$ cat src/rtl/pipe_hazard_ctrl.sv
// pipe_hazard_ctrl
//   Stall/flush controller that sits beside the ID stage of the 5-stage pipeline.
//   It produces the write enables and the bubble/flush strobes for the PC, IF/ID
//   and ID/EX pipeline registers. It also counts stall cycles for performance debug.
//   - Load-use hazard: stalls PC and IF/ID for one cycle and injects a bubble into ID/EX.
//   - Mult/div in EX: freezes the front end for MDU_LAT-1 cycles after the issue edge.
//   - Taken branch in EX: flushes IF/ID and bubbles ID/EX (wrong-path squash).
// Parameters
//   MDU_LAT  EX occupancy of a mult/div op in cycles (2..8)
//   CNT_W    width of the MDU countdown; must hold MDU_LAT-1
// Ports
//   clk, clr                      clock, asynchronous active-high reset
//   id_rs, id_rt, id_use_rs/rt    source registers of the ID instruction and their use flags
//   id_mdu_start                  ID instruction is mult/div
//   ex_wreg, ex_m2reg, ex_rd      EX instruction: writes reg file, is a load, destination
//   ex_branch_taken               branch in EX resolved taken
//   pc_we, ifid_we, idex_we       pipeline register write enables
//   idex_bubble, ifid_flush       load NOP into ID/EX / IF/ID this edge
//   mdu_busy                      high while waiting on the MDU
//   stall_cycles                  saturating count of cycles with pc_we == 0
module pipe_hazard_ctrl #(
  parameter int MDU_LAT = 4,
  parameter int CNT_W   = 3
) (
  input  logic        clk,
  input  logic        clr,
  input  logic [4:0]  id_rs,
  input  logic [4:0]  id_rt,
  input  logic        id_use_rs,
  input  logic        id_use_rt,
  input  logic        id_mdu_start,
  input  logic        ex_wreg,
  input  logic        ex_m2reg,
  input  logic [4:0]  ex_rd,
  input  logic        ex_branch_taken,
  output logic        pc_we,
  output logic        ifid_we,
  output logic        idex_we,
  output logic        idex_bubble,
  output logic        ifid_flush,
  output logic        mdu_busy,
  output logic [31:0] stall_cycles
);

  typedef enum logic [0:0] {
    RUN      = 1'b0,
    MDU_WAIT = 1'b1
  } state_t;

  state_t             state, state_next;
  logic   [CNT_W-1:0] cnt, cnt_next;
  logic               load_use;

  assign load_use = ex_m2reg & ex_wreg & (ex_rd != 5'd0) &
                    ((id_use_rs & (id_rs == ex_rd)) | (id_use_rt & (id_rt == ex_rd)));

  always_ff @(posedge clk or posedge clr) begin
    if (clr) begin
      state <= RUN;
      cnt   <= '0;
    end else begin
      state <= state_next;
      cnt   <= cnt_next;
    end
  end

  // Outputs are forced low while clr is high, so the clr term gates the whole decode.
  always_comb begin
    state_next  = state;
    cnt_next    = cnt;
    pc_we       = 1'b0;
    ifid_we     = 1'b0;
    idex_we     = 1'b0;
    idex_bubble = 1'b0;
    ifid_flush  = 1'b0;
    mdu_busy    = 1'b0;
    if (!clr) begin
      unique case (state)
        RUN: begin
          pc_we   = 1'b1;
          ifid_we = 1'b1;
          idex_we = 1'b1;
          if (ex_branch_taken) begin
            // ID holds a wrong-path instruction, so its hazards are irrelevant.
            ifid_flush  = 1'b1;
            idex_bubble = 1'b1;
          end else if (load_use) begin
            pc_we       = 1'b0;
            ifid_we     = 1'b0;
            idex_bubble = 1'b1;
          end else if (id_mdu_start) begin
            state_next = MDU_WAIT;
            cnt_next   = CNT_W'(MDU_LAT - 2);
          end
        end
        MDU_WAIT: begin
          mdu_busy = 1'b1;
          if (cnt == '0) begin
            state_next = RUN;
          end else begin
            cnt_next = cnt - 1'b1;
          end
        end
        default: state_next = RUN;
      endcase
    end
  end

  always_ff @(posedge clk or posedge clr) begin
    if (clr) begin
      stall_cycles <= '0;
    end else if (!pc_we && (stall_cycles != '1)) begin
      stall_cycles <= stall_cycles + 32'd1;
    end
  end

endmodule
$ cat config.mk
export PLATFORM = sky130hd
export DESIGN_NAME = pipe_hazard_ctrl
export DESIGN_NICKNAME = d
export VERILOG_FILES = /design/src/rtl/pipe_hazard_ctrl.sv
export SDC_FILE = /design/constraint.sdc
export NUM_CORES = 1
export LEC_CHECK = 0
export ABC_AREA = 1
export BUFFER_PORTS_ARGS = -buffer_cell sky130_fd_sc_hd__buf_2
export CAP_MARGIN = 20
export CORE_MARGIN = 2
export CORE_UTILIZATION = 30
export CTS_CLUSTER_DIAMETER = 150
export CTS_CLUSTER_SIZE = 24
export DETAILED_ROUTE_END_ITERATION = 16
export HOLD_SLACK_MARGIN = 0.03
export MAX_ROUTING_LAYER = met4
export PLACE_DENSITY = 0.55
export SETUP_SLACK_MARGIN = 0.2
export SLEW_MARGIN = 10
export SYNTH_ARGS = -nofsm -noshare
export SYNTH_HDL_FRONTEND = slang
export SYNTH_SLANG_ARGS = --single-unit
$ cat constraint.sdc
create_clock -name clk -period 1.79 [get_ports clk]
set_input_delay 0.179 -clock clk [delete_from_list [all_inputs] [get_ports clk]]
set_output_delay 0.179 -clock clk [all_outputs]
set_load 0.01 [all_outputs]
### Word-level counts from Yosys, hierarchy flattened

Index checks and enable logic that the tools add are counted.

| storage, ports and cells | value |
|---|---|
| latch bits | 0 |
| word-level logic and storage cells | 50 |
| input bits | 23 |
| memories | 0 |
| register bits | 36 |
| memory bits (read-only) | 0 |
| memory bits (writable) | 0 |
| output and inout port bits | 38 |

| cells by class | value |
|---|---|
| order comparisons | 0 |
| bitwise logic cells | 8 |
| $add $sub $neg | 2 |
| equality and inequality tests | 7 |
| div/mod/pow operators | 0 |
| mux-type cells | 25 |
| multiply operators | 0 |
| reductions and logical operators | 5 |
| shift operators | 0 |

Operators with widths:

| kind | count |
|---|---|
| 32-bit by 1-bit adder with 32-bit output, second input constant | 1 |
| 32-bit != test, second input constant | 1 |
| 1-bit 2-to-1 mux | 19 |
| 3-bit 2-to-1 mux | 4 |
| 5-bit equality test | 2 |
| 2-bit != test, second input constant | 4 |
| 3-bit one-hot mux with 2 select lines | 1 |
| 1-bit bitwise AND | 5 |
| 5-bit AND reduction | 1 |
| 5-bit nonzero test | 1 |
| 3-bit logical NOT | 1 |
| 3-bit by 1-bit subtractor with 3-bit output, second input constant | 1 |
| 1-bit inverter | 2 |
| 1-bit one-hot mux with 2 select lines | 1 |
| 1-bit logical AND | 1 |
| 1-bit logical NOT | 1 |
| 1-bit bitwise OR | 1 |

### Longest topological paths before layout

| depth | value |
|---|---|
| depth in word-level cells | 10 |
| mapped depth | 12 |
| mapped depth without buffers | 11 |

### Worst setup path before layout

OpenSTA, ideal clock, no wires.

| timing path | value |
|---|---|
| kind | reg2reg |
| start | register stall_cycles[0] |
| end | register stall_cycles[0] |
| arrival | 1.745 ns |
| setup slack | -0.072 ns |
| cell stages (with the launch flop) | 10 |
| path buffers | 1 |
| data required time | 1.673 ns |
| path through | dfrtp_1 -> ha_1 -> nand2_2 -> nor2_4 -> nand2_2 -> nor3b_2 -> nand4_2 -> buf_2 -> nand3_1 -> nand2_1 |

| between the ends | value |
|---|---|
| word-level cells in the longest chain between the ends | 2 |

RTL lines:

| item | line | source |
|---|---|---|
| start: declaration | 42 | `output logic [31:0] stall_cycles` |
| start signal: assignment | 113 | `stall_cycles <= stall_cycles + 32'd1;` |
| branches (longest 2 deep; another with 32-bit by 1-bit adder with 32-bit output) | n/a |  |

Several ways; the timed one is not identified.
A chain may end at the register's enable or synchronous reset.

### Final worst setup path

| timing path | value |
|---|---|
| start | register stall_cycles[0] |
| end | register stall_cycles[10] |

Same word-level chain as after synthesis.

==> results summary <==
Based on the critical path, the design can be clocked at up to 577 MHz. The most common cell in the synthesized netlist is nand2_1. After clock tree synthesis, the clock-pin slew on the worst setup and hold paths is 80 ps. In this design, the stage delay of the slowest critical-path cell is 400 ps. The quantity of I/O buffers inserted on ports is 60.

In the final layout, the share of cells above drive strength 1 is 0.287. The post-synthesis cell type count is 23. The switching share of total power is 0.380. The die covers 9610 µm². The slowest stage of the critical path is the dfrtp_2 cell. The mean instance size in the synthesized netlist is 6.31 µm². The relative contribution of the clock network to total power is 0.222.

The endpoint arrival time on the critical path came out at 1970 ps. The number of warnings reported in the yosys synthesis log is 0. The fraction of post-synthesis cell area in the top cell type by area came out at 0.340. The met2 capacity usage during global routing came out at 0.309. The count of non-filler cells in the finished layout came out at 631. The layout overhead on the synthesized area came out at 38.6%. The max-slew violation total from the final report came out at 0. STA puts the critical path data required time at 2030 ps.

The startpoint kind of the worst setup timing path is a flop. Following the worst setup path forward leads to its endpoint at stall_cycles[10]. The overall overflow remaining after global route is 0.

The final weighted congestion of routability-driven global placement came out at 0.930. In this run the core area contains 34 standard-cell rows. The synthesized design spends more area on one cell type than any other, namely dfrtp_1. The routed wire length came out at 8420 µm.

The number of vias in the routed layout is 2989. The setup clock skew after layout came out at 4.95 ps. The detailed-routing iteration count for the pre-antenna-repair pass came out at 4. The kind of end point of the critical path is a flop. The final total power is 2.65 mW.

The placeable core region is 8640 µm². The maximum fanout along the worst path came out at 9. TritonCTS created 5 clock buffers. Cell internal power was estimated by the tool at 1.64 mW. Across all register-to-register paths, the minimum setup slack is 60 ps.

TritonCTS built the clock tree. The reported max-cap violation count is 0. The maximum number of pins on one net before global-route repair came out at 38.

In this run the clock root is driven by a clkbuf_8. The setup TNS after final layout came out at 0 ps. The startpoint identified for the worst register-to-register timing path is stall_cycles[0]. The violation count after the first detailed-route iteration came out at 128.

The via density per instance came out at 4.74. The number of diodes added for antenna fixing is 0. For the worst flop-to-flop path, the logic depth is 10.

For the pin with the worst max-slew slack, the measured transition is 500 ps. In this run the worst setup path begins at stall_cycles[0]. The count of hold-fix buffers inserted at cts is 0. The half-perimeter wire length of the detailed placement result is 6320 µm.

VDD sags by at most 0.271 mV. The worst relative slew slack is 0.666. In this run the static leakage power is 2.04 nW. The cell count after placement came out at 619. The hold violation total from the final report came to 0. The signal on the critical path passes through ha_4 > nand2_4 > nor2_4 > nand2_2 > nor3b_4 > nand4_4 > nand2_4 > clkbuf_16 > nand2_1 > nand2_1. The combinational share of power is 0.380. In the routed design, unresolved DRC markers number 0. The met1 capacity usage during global routing is 0.232. The share of the Yosys chip area taken by registers is 0.340. The switching power came out at 1.01 mW. The flip-flop cell with the highest count after synthesis is dfrtp_1. The most utilized layer in the global route result is met2. The synthesized netlist net count is 446. The first-pass GRT wire length is 13900 µm.

The clock net in this run drives a total of 36 sinks. For the finished layout, the period the worst path requires is 1730 ps. Setup repair after global routing could not meet its margin everywhere.

The path class of the tightest hold or removal check is primary input to async pin. The die is 98.0 µm tall. The aggregate global-route resource usage came out at 0.182. The final number of setup-violating endpoints is 0. The initial antenna violation count came out at 0. Dividing total power by cell area gives a power density of 720 nW/µm². The number of standard cells after synthesis came out at 420.

The width of the die came out at 98.0 µm. The number of global-route vias before repair came to 2941. On the critical path the largest part of the delay comes from simple AND/OR/NAND/NOR gates.

The reg-to-reg endpoint is stall_cycles[10]. The cell area after technology mapping came out at 2650 µm². In the final design database the tool counted 549 nets. The number of flops mapped to enable cells by yosys is 0. CTS built an H-tree with a depth of 2. By count the netlist is led by nand2_1, nor2_1, nand3_1. The proportion of power drawn by flip-flops and latches is 0.398. Counting both buffers and inverters, the worst setup path holds a total of 1. The run finished with clean final reports. The proportion of register bits with asynchronous set or reset after synthesis is 1.00. The initial utilization of the core area, before any placement, comes to 0.307.

The count of pins on the block boundary is 61. The maximum clock path buffer count came out at 2. The clock insertion delay at the later pin of the skew report is 300 ps. By area the synthesized netlist is led by dfrtp_1, nand2_1, nand3_1.

The remaining antenna violation count after routing came out at 0. The share of the clock period used by the worst path after layout came out at 0.968. Counting buffers and inverters, the worst setup path is 10 cells deep. The number of register bits inferred by synthesis is 36. The setup path with the least slack is of type flop to flop.

For this run, global-route usage on met3 was measured as 0.0251. The average wire per standard cell is 13.3 µm.
-- layout make-up --
| class | count | area [µm²] |
|---|---|---|
| clock buffer | 6 | 72.6 |
| sequential | 36 | 908 |
| inverter | 37 | 143 |
| multi-input combinational | 336 | 1680 |
| clock inverter | 1 | 5.00 |
| tap | 108 | 135 |
| timing repair buffer | 107 | 733 |
| fill | 937 | 4960 |
-- cells by family (layout without fill, tap and decap cells) --
| family | after synthesis | after routing | share of synthesized area |
|---|---|---|---|
| flip-flops | 36 | 36 | 0.340 |
| buffers and inverters | 48 | 151 | 0.0798 |
| adder cells (fa/ha/maj) | 3 | 3 | 0.0142 |
| XOR/XNOR | 19 | 19 | 0.0628 |
| AND/OR/NAND/NOR | 308 | 308 | 0.491 |
| AO/OA/AOI/OAI | 6 | 6 | 0.0123 |
-- worst min path at each step --
stage	startpoint	to	slack [ps]
floorplan	clr	cnt[0]	140
global placement	clr	cnt[1]	370
detailed placement	clr	cnt[1]	390
CTS	clr	cnt[1]	90
global route	clr	state	120
finish	clr	cnt[1]	60
-- cell usage in the layout (no fill, tap or decap), types with 3 or more instances in the layout --
cell type  count
nand3_1       48
o21ai_0        3
nor2_2         4
xor2_1        15
buf_4         40
nand2_2       10
dfrtp_1       30
nand3b_1       7
nand4_1        7
nand2_1      166
nor3_1         6
clkbuf_8       5
buf_2         60
buf_12         3
inv_1         35
dfrtp_2        6
nand2_4        8
xnor2_1        4
nor2_1        46
-- state kept, by name, summed over array words and instances (netlist names) --
name,count
cnt,3
state,1
stall_cycles,32
-- worst reg2reg max path, cell delays in order, from the launching register on --
cell and delay, ps:
dfrtp_2 400, ha_4 160, nand2_4 60, nor2_4 110
nand2_2 90, nor3b_4 250, nand4_4 150, nand2_4 170
clkbuf_16 180, nand2_1 60, nand2_1 60
-- power by group through the flow --
stage,sequential [mW],combinational (mW),clock (mW)
after floorplan,1.08,0.501,0
after global placement,1.04,0.879,0
after detailed placement,1.05,0.900,0
after CTS,1.04,0.914,0.603
after global routing,1.07,1.12,0.636
final,1.05,1.01,0.588
-- timing repair --
item,in CTS,in global routing
setup buffers,0,3
resized for setup,9,30
pin swaps,2,6
endpoints found under the setup margin,34,34
cloned,0,2
-- layer usage --
layer,vias up,part of all wire
met4,0,0.012
met3,11,0.041
met1,1392,0.47
li1,1519,-
met2,67,0.48
met5,-,0
-- per-stage QoR --
step           hold WS, ps  setup slack, ps  utilization  instance area, µm²
2_1_floorplan          140             82.1            -                2680
3_3_place_gp           375             83.4        0.393                3390
3_5_place_dp           394             63.4        0.393                3390
4_1_cts               88.3             78.8        0.406                3500
5_1_grt                121            -27.5        0.426                3670
6_report              64.6             58.1        0.426                3670
(Power assumes the default switching activity.)
